===== src/rtl/mem_arb_pkg.sv =====
`default_nettype none
// ============================================================================
//  Module      : mem_arb_pkg
//  Description : Shared definitions for the instruction/data memory arbiter:
//                bus widths, FSM state encoding, grant identifiers and the
//                latched command record.
//  Revision    : 1.0 - initial release
// ============================================================================
package mem_arb_pkg;

   localparam int ADDR_W = 32;
   localparam int DATA_W = 32;

   // FSM state encoding
   localparam logic [1:0] ST_IDLE = 2'd0;
   localparam logic [1:0] ST_BUSY = 2'd1;
   localparam logic [1:0] ST_RESP = 2'd2;

   // Grant identifiers
   localparam logic GNT_IF = 1'b0;
   localparam logic GNT_DM = 1'b1;

   // Command captured at grant time and replayed onto the memory bus
   typedef struct packed {
      logic              gnt_id;
      logic              we;
      logic [ADDR_W-1:0] addr;
      logic [DATA_W-1:0] wdata;
   } cmd_t;

endpackage
`default_nettype wire


===== src/rtl/mem_arbiter_if.sv =====
`default_nettype none
// ============================================================================
//  Module      : mem_arbiter_if
//  Description : Bundle of the fetch port, data port and shared memory port.
//                master : requesters plus memory (drive requests, mem_rdata)
//                slave  : the arbiter (drives ready/rdata and memory command)
//  Revision    : 1.0 - initial release
// ============================================================================
interface mem_arbiter_if;
   import mem_arb_pkg::*;

   // Instruction fetch port
   logic              if_req;
   logic [ADDR_W-1:0] if_addr;
   logic [DATA_W-1:0] if_rdata;
   logic              if_ready;

   // Data port
   logic              dm_req;
   logic              dm_we;
   logic [ADDR_W-1:0] dm_addr;
   logic [DATA_W-1:0] dm_wdata;
   logic [DATA_W-1:0] dm_rdata;
   logic              dm_ready;

   // Shared single-port memory
   logic [ADDR_W-1:0] mem_addr;
   logic              mem_read;
   logic              mem_write;
   logic [DATA_W-1:0] mem_wdata;
   logic [DATA_W-1:0] mem_rdata;

   modport master (
      output if_req, if_addr, dm_req, dm_we, dm_addr, dm_wdata, mem_rdata,
      input  if_rdata, if_ready, dm_rdata, dm_ready,
             mem_addr, mem_read, mem_write, mem_wdata
   );

   modport slave (
      input  if_req, if_addr, dm_req, dm_we, dm_addr, dm_wdata, mem_rdata,
      output if_rdata, if_ready, dm_rdata, dm_ready,
             mem_addr, mem_read, mem_write, mem_wdata
   );

endinterface
`default_nettype wire


===== src/rtl/mem_arb_prio.sv =====
`default_nettype none
// ============================================================================
//  Module      : mem_arb_prio
//  Description : Fetch/data priority select with starvation guard. Data wins
//                by default; once STARVE_MAX data grants have been made while
//                a fetch waits, the fetch wins the next arbitration.
//  Ports       : clk, reset     - clock, synchronous active-high reset
//                if_req, dm_req - pending requests
//                arb_en         - arbiter is in IDLE (grant decision point)
//                grant_valid    - some request is pending
//                grant_id       - GNT_IF or GNT_DM
//  Revision    : 1.0 - initial release
// ============================================================================
module mem_arb_prio
   import mem_arb_pkg::*;
#(
   parameter int STARVE_MAX = 3
) (
   input  logic clk,
   input  logic reset,
   input  logic if_req,
   input  logic dm_req,
   input  logic arb_en,
   output logic grant_valid,
   output logic grant_id
);

   localparam int            SW         = (STARVE_MAX < 1) ? 1 : $clog2(STARVE_MAX + 1);
   localparam logic [SW-1:0] STARVE_LIM = SW'(STARVE_MAX);

   logic [SW-1:0] starve_cnt;
   logic          fetch_wins;

   always_comb begin
      fetch_wins  = if_req && (!dm_req || (starve_cnt == STARVE_LIM));
      grant_valid = if_req || dm_req;
      grant_id    = fetch_wins ? GNT_IF : GNT_DM;
   end

   // Only IDLE cycles matter: every pending-request IDLE cycle is a grant.
   // A losing fetch implies a data grant made while a fetch waits.
   always_ff @(posedge clk) begin
      if (reset) begin
         starve_cnt <= '0;
      end else if (arb_en) begin
         if (!if_req || fetch_wins) begin
            starve_cnt <= '0;
         end else if (starve_cnt != STARVE_LIM) begin
            starve_cnt <= starve_cnt + 1'b1;
         end
      end
   end

endmodule
`default_nettype wire


===== src/rtl/mem_arbiter.sv =====
`default_nettype none
// ============================================================================
//  Module      : mem_arbiter
//  Description : Shares one single-port memory between an instruction fetch
//                port and a data port. One access in flight at a time:
//                IDLE (arbitrate) -> BUSY (MEM_LAT cycles of strobe) ->
//                RESP (one-cycle ready pulse) -> IDLE.
//  Ports       : clk   - clock
//                reset - synchronous active-high reset
//                bus   - mem_arbiter_if.slave (fetch, data, memory ports)
//  Revision    : 1.0 - initial release
// ============================================================================
module mem_arbiter
   import mem_arb_pkg::*;
#(
   parameter int MEM_LAT    = 2,   // legal 1..15
   parameter int STARVE_MAX = 3
) (
   input  logic          clk,
   input  logic          reset,
   mem_arbiter_if.slave  bus
);

   localparam logic [3:0] LAT_LOAD = 4'(MEM_LAT - 1);

   logic [1:0]        state;
   logic [3:0]        lat_cnt;
   cmd_t              cmd;
   logic [DATA_W-1:0] if_rdata_q;
   logic [DATA_W-1:0] dm_rdata_q;

   logic arb_en;
   logic grant_valid;
   logic grant_id;

   assign arb_en = (state == ST_IDLE);

   mem_arb_prio #(
      .STARVE_MAX (STARVE_MAX)
   ) u_prio (
      .clk         (clk),
      .reset       (reset),
      .if_req      (bus.if_req),
      .dm_req      (bus.dm_req),
      .arb_en      (arb_en),
      .grant_valid (grant_valid),
      .grant_id    (grant_id)
   );

   always_ff @(posedge clk) begin
      if (reset) begin
         state      <= ST_IDLE;
         lat_cnt    <= '0;
         cmd        <= '0;
         if_rdata_q <= '0;
         dm_rdata_q <= '0;
      end else begin
         case (state)
            ST_IDLE: begin
               if (grant_valid) begin
                  cmd.gnt_id <= grant_id;
                  if (grant_id == GNT_IF) begin
                     // Fetches leave the write-data register untouched so
                     // mem_wdata keeps its last value.
                     cmd.we   <= 1'b0;
                     cmd.addr <= bus.if_addr;
                  end else begin
                     cmd.we    <= bus.dm_we;
                     cmd.addr  <= bus.dm_addr;
                     cmd.wdata <= bus.dm_wdata;
                  end
                  lat_cnt <= LAT_LOAD;
                  state   <= ST_BUSY;
               end
            end
            ST_BUSY: begin
               if (lat_cnt == 4'd0) begin
                  // Last cycle of the access: memory data is valid now.
                  if (!cmd.we) begin
                     if (cmd.gnt_id == GNT_IF) begin
                        if_rdata_q <= bus.mem_rdata;
                     end else begin
                        dm_rdata_q <= bus.mem_rdata;
                     end
                  end
                  state <= ST_RESP;
               end else begin
                  lat_cnt <= lat_cnt - 4'd1;
               end
            end
            ST_RESP: begin
               state <= ST_IDLE;
            end
            default: begin
               state <= ST_IDLE;
            end
         endcase
      end
   end

   // Strobes and ready pulses decode straight from the state register, so a
   // reset edge removes them in the very next cycle.
   assign bus.mem_read  = (state == ST_BUSY) && !cmd.we;
   assign bus.mem_write = (state == ST_BUSY) &&  cmd.we;
   assign bus.mem_addr  = cmd.addr;
   assign bus.mem_wdata = cmd.wdata;

   assign bus.if_ready  = (state == ST_RESP) && (cmd.gnt_id == GNT_IF);
   assign bus.dm_ready  = (state == ST_RESP) && (cmd.gnt_id == GNT_DM);
   assign bus.if_rdata  = if_rdata_q;
   assign bus.dm_rdata  = dm_rdata_q;

endmodule
`default_nettype wire

===== src/flat_wrapper.sv =====
// flat-port wrapper written by rule: the top's interface ports become plain ports
module mem_arbiter_flat import mem_arb_pkg::*;
#(
   parameter int MEM_LAT    = 2,                 
   parameter int STARVE_MAX = 3
)
  (clk, reset, bus_if_req, bus_if_addr, bus_dm_req, bus_dm_we, bus_dm_addr, bus_dm_wdata, bus_mem_rdata, bus_if_rdata, bus_if_ready, bus_dm_rdata, bus_dm_ready, bus_mem_addr, bus_mem_read, bus_mem_write, bus_mem_wdata);
  mem_arbiter_if bus_i ();
  input  logic clk;
  input  logic reset;
  input wire logic [$bits(bus_i.if_req)-1:0] bus_if_req;
  input wire logic [$bits(bus_i.if_addr)-1:0] bus_if_addr;
  input wire logic [$bits(bus_i.dm_req)-1:0] bus_dm_req;
  input wire logic [$bits(bus_i.dm_we)-1:0] bus_dm_we;
  input wire logic [$bits(bus_i.dm_addr)-1:0] bus_dm_addr;
  input wire logic [$bits(bus_i.dm_wdata)-1:0] bus_dm_wdata;
  input wire logic [$bits(bus_i.mem_rdata)-1:0] bus_mem_rdata;
  output wire logic [$bits(bus_i.if_rdata)-1:0] bus_if_rdata;
  output wire logic [$bits(bus_i.if_ready)-1:0] bus_if_ready;
  output wire logic [$bits(bus_i.dm_rdata)-1:0] bus_dm_rdata;
  output wire logic [$bits(bus_i.dm_ready)-1:0] bus_dm_ready;
  output wire logic [$bits(bus_i.mem_addr)-1:0] bus_mem_addr;
  output wire logic [$bits(bus_i.mem_read)-1:0] bus_mem_read;
  output wire logic [$bits(bus_i.mem_write)-1:0] bus_mem_write;
  output wire logic [$bits(bus_i.mem_wdata)-1:0] bus_mem_wdata;
  assign bus_i.if_req = bus_if_req;
  assign bus_i.if_addr = bus_if_addr;
  assign bus_i.dm_req = bus_dm_req;
  assign bus_i.dm_we = bus_dm_we;
  assign bus_i.dm_addr = bus_dm_addr;
  assign bus_i.dm_wdata = bus_dm_wdata;
  assign bus_i.mem_rdata = bus_mem_rdata;
  assign bus_if_rdata = bus_i.if_rdata;
  assign bus_if_ready = bus_i.if_ready;
  assign bus_dm_rdata = bus_i.dm_rdata;
  assign bus_dm_ready = bus_i.dm_ready;
  assign bus_mem_addr = bus_i.mem_addr;
  assign bus_mem_read = bus_i.mem_read;
  assign bus_mem_write = bus_i.mem_write;
  assign bus_mem_wdata = bus_i.mem_wdata;
  mem_arbiter #(.MEM_LAT(MEM_LAT), .STARVE_MAX(STARVE_MAX)) u_core (.clk(clk), .reset(reset), .bus(bus_i));
endmodule

===== config.mk =====
export PLATFORM = sky130hd
export DESIGN_NAME = mem_arbiter_flat
export DESIGN_NICKNAME = d
export VERILOG_FILES = /design/src/rtl/mem_arb_pkg.sv /design/src/rtl/mem_arbiter_if.sv /design/src/rtl/mem_arb_prio.sv /design/src/rtl/mem_arbiter.sv /design/src/flat_wrapper.sv
export SDC_FILE = /design/constraint.sdc
export NUM_CORES = 1
export LEC_CHECK = 0
export BUFFER_PORTS_ARGS = -buffer_cell sky130_fd_sc_hd__buf_4
export CORE_ASPECT_RATIO = 0.9
export CORE_MARGIN = 3
export CORE_UTILIZATION = 51
export CTS_CLUSTER_DIAMETER = 150
export DETAILED_ROUTE_END_ITERATION = 8
export PLACE_DENSITY = 0.86
export SETUP_SLACK_MARGIN = 0.02
export SLEW_MARGIN = 20
export SYNTH_ARGS = -nofsm -noshare
export SYNTH_HDL_FRONTEND = slang
export SYNTH_SLANG_ARGS = --single-unit

===== constraint.sdc =====
create_clock -name clk -period 4.8 [get_ports clk]
set_input_delay 0.72 -clock clk [delete_from_list [all_inputs] [get_ports clk]]
set_output_delay 0.72 -clock clk [all_outputs]
set_load 0.05 [all_outputs]

==> reports/results.txt <==
Postcts setup bufs: 0
Max Slew Vio Count: 0
RSZ-0062 raised after global routing: no
R2r endpoint: u_core.bus.if_rdata[14]$_SDFFE_PP0P_
HPWL Detailed: 11,400 um
Final setup vio count: 0
Die Footprint: 0.0129 mm2
Placer Congestion: 0.804
R2R Path Start: u_core.lat_cnt[0]$_SDFFE_PP0P_
Seq/Total Area, Yosys: 46.7%
FFs w/ async S/R, synth: 0%
Core footprint: 0.0111 mm2
Cell Area, Synth: 0.00591 mm2
Critical path class: reg -> out
Antenna Cells: 0
DIE WIDTH: 119 um
Initial drt markers: 255
Post-Syn Instances: 650
Final worst slack: 2510 ps
Fin area: 0.00789 mm2
Setup crit end kind: output pin
Post_cts resized: 0
H-tree depth: 4
Final Critical Period: 2290 ps
Synthesized Nets: 785
Post-layout util: 71.2%
Final period util: 47.7%
Worst R2R Path Depth: 6
CTS Hold Buffers Added: 0
Total track usage: 23.1%
Initial antenna violation count: 0
Max-cap violations: 0
Worst-skew pair later-pin latency: 410 ps
Residual DRC count: 0
CTS buffer count: 17
Worst stage delay on the critical path: 500 ps
Synthesized area per cell: 9.09 um2
PortBufs: 264
Rows: 36
Vias in the first global route: 4,808
Initial Utilization: 53.3%
Skew final: 8.97 ps
Most numerous cell in the Yosys netlist: nand2_1
Crit path max fanout: 8
Root Buffer: clkbuf_16
Hold Path Sink: u_core.bus.mem_wdata[18]$_SDFFE_PP0P_
Rel. slew slack: 45.8%
Post-DRT Antenna Nets: 0
Post-synth top cells: 168 x nand2_1, 138 x dfxtp_1, 71 x a21oi_1
Post-synth top area cell: dfxtp_1
Global route overflow: 0
Req. time, crit path: 4080 ps
CTS clk-pin slew, worst paths: 50 ps
Critical Path AT: 1570 ps
Top Ports: 265
Worst slack, placed: 2490 ps
Via count: 5,003
CTS tree: built
#FFs+latches synth: 138
Status: completed
Synth top area cells: dfxtp_1 47%, nand2_1 11%, buf_4 8.1%
Primary FF master, synth: dfxtp_1
EDFF count, synth: 0
Unique masters post-synth: 38
Min-Delay Startpoint: u_core.bus.mem_wdata[18]$_SDFFE_PP0P_
Routed WL per cell: 15.7 um
Post-Route WL: 15,600 um
Hold depth: 2
Worst Tran Pin Value: 812 ps
Hold Vio Cnt, Final: 0
First-pass detailed-route iteration total: 5
Hold Path Class: reg -> reg
Share of the synthesized area in the top cell type: 46.7%
Placed instance area: 0.00734 mm2
Clock buffer depth: 2
Share of cells above drive strength 1: 43.4%
DR vias/cell: 5.05
CP Cell Sequence: nor2b_1, and2_1, buf_4
R2R Setup Slk: 2660 ps
VDD IR max: 223 uV
Pleak: 3.49 nW
Pin count of the biggest net entering global routing: 60
CTS sink cnt: 138
Slowest cell on the critical path: dfxtp_1
Syn-to-layout area delta: 33.5%
Nets: 964
Setup TNS: 0 ps
Synth warn: 0
Power Density: 413 mW/mm2
First-pass GRT wire length: 23,800 um
Die Y: 108 um
Startpoint Class: flop
Fmax achieved: 437 MHz
==> power by group <==
part	switching (W)	total (W)	internal, W
registers	0.0000573	0.00129	0.00123
clock network	0.000436	0.00122	0.000783
logic	0.000500	0.000755	0.000255
==> state kept, by name (all words and copies together) (netlist names) <==
signal	flops
u_core.bus.mem_wdata	32
u_core.bus.if_rdata	32
u_core.bus.dm_rdata	32
u_core.state	2
u_core.cmd	2
u_core.lat_cnt	4
u_core.u_prio.starve_cnt	2
u_core.bus.mem_addr	32
==> worst max path at each step <==
stage               slack, ps                                     to                         start
finish                   2510                          bus_mem_write  u_core.state[0]$_SDFFE_PP0P_
global route             2420                          bus_mem_write  u_core.state[0]$_SDFFE_PP0P_
CTS                      2500                          bus_mem_write  u_core.state[0]$_SDFFE_PP0P_
detailed placement       2490  u_core.bus.mem_wdata[10]$_SDFFE_PP0P_                    bus_if_req
global placement         2180            u_core.cmd[64]$_SDFFE_PP0P_                    bus_if_req
floorplan                2510                           bus_if_ready  u_core.state[1]$_SDFFE_PP0P_
==> layout make-up <==
class,count,area [um2]
fillers,845,3190
flip-flops and latches,138,2760
multi-input cells,401,2360
repair buffers,268,2030
clock buffers,26,479
well taps,152,190
clock inverters,3,65.1
inverters,3,11.3
==> stage by stage <==
stage | power (W) | instances | hold slack, ps
after floorplan | 0.00189 | 650 | 434
after global placement | 0.00204 | 960 | 443
after detailed placement | 0.00206 | 962 | 447
after CTS | 0.00328 | 991 | 455
after global routing | 0.00339 | 991 | 474
final | 0.00326 | 991 | 452
==> cells by family after synthesis <==
| logic type | count (synthesis) | share of synthesized area [%] |
|---|---|---|
| compound gates | 141 | 16.0 |
| xor+xnor | 1 | 0.148 |
| fa+ha+maj | 2 | 0.423 |
| buf+inv | 111 | 13.9 |
| flops | 138 | 46.7 |
| mux | 32 | 5.42 |
| simple gates | 225 | 17.3 |
==> cell usage in the layout (no fill, tap or decap), types with 2 or more instances in the layout <==
master and count:
o2bb2ai_1 32, nand3_1 3, buf_8 2, ha_1 2
a21oi_2 30, nor3_1 2, a21oi_1 71, and2_1 2
o21ai_0 2, clkbuf_8 2, clkbuf_1 7, nor2_1 3
nand2_1 167, or2_2 2, nand2_2 31, inv_1 3
nor3b_1 2, bufinv_16 2, mux2i_1 32, buf_4 266
clkbuf_16 17, dfxtp_1 138
==> metal layers <==
metal	vias up	global-route usage [%]	part of all wire, %
li1	2455	-	-
met1	2327	26.2	40
met2	183	39.8	51
met3	38	6.64	6.1
met4	0	12.3	3.6
met5	-	0	0
==> critical path: cells and delay by family, from the launching register on <==
| family | cells | cell delay (ps) |
|---|---|---|
| flip-flops | 1 | 500 |
| AND/OR/NAND/NOR | 2 | 450 |
| buffers and inverters | 1 | 210 |
No activity file was read; power rests on OpenSTA's default activity.
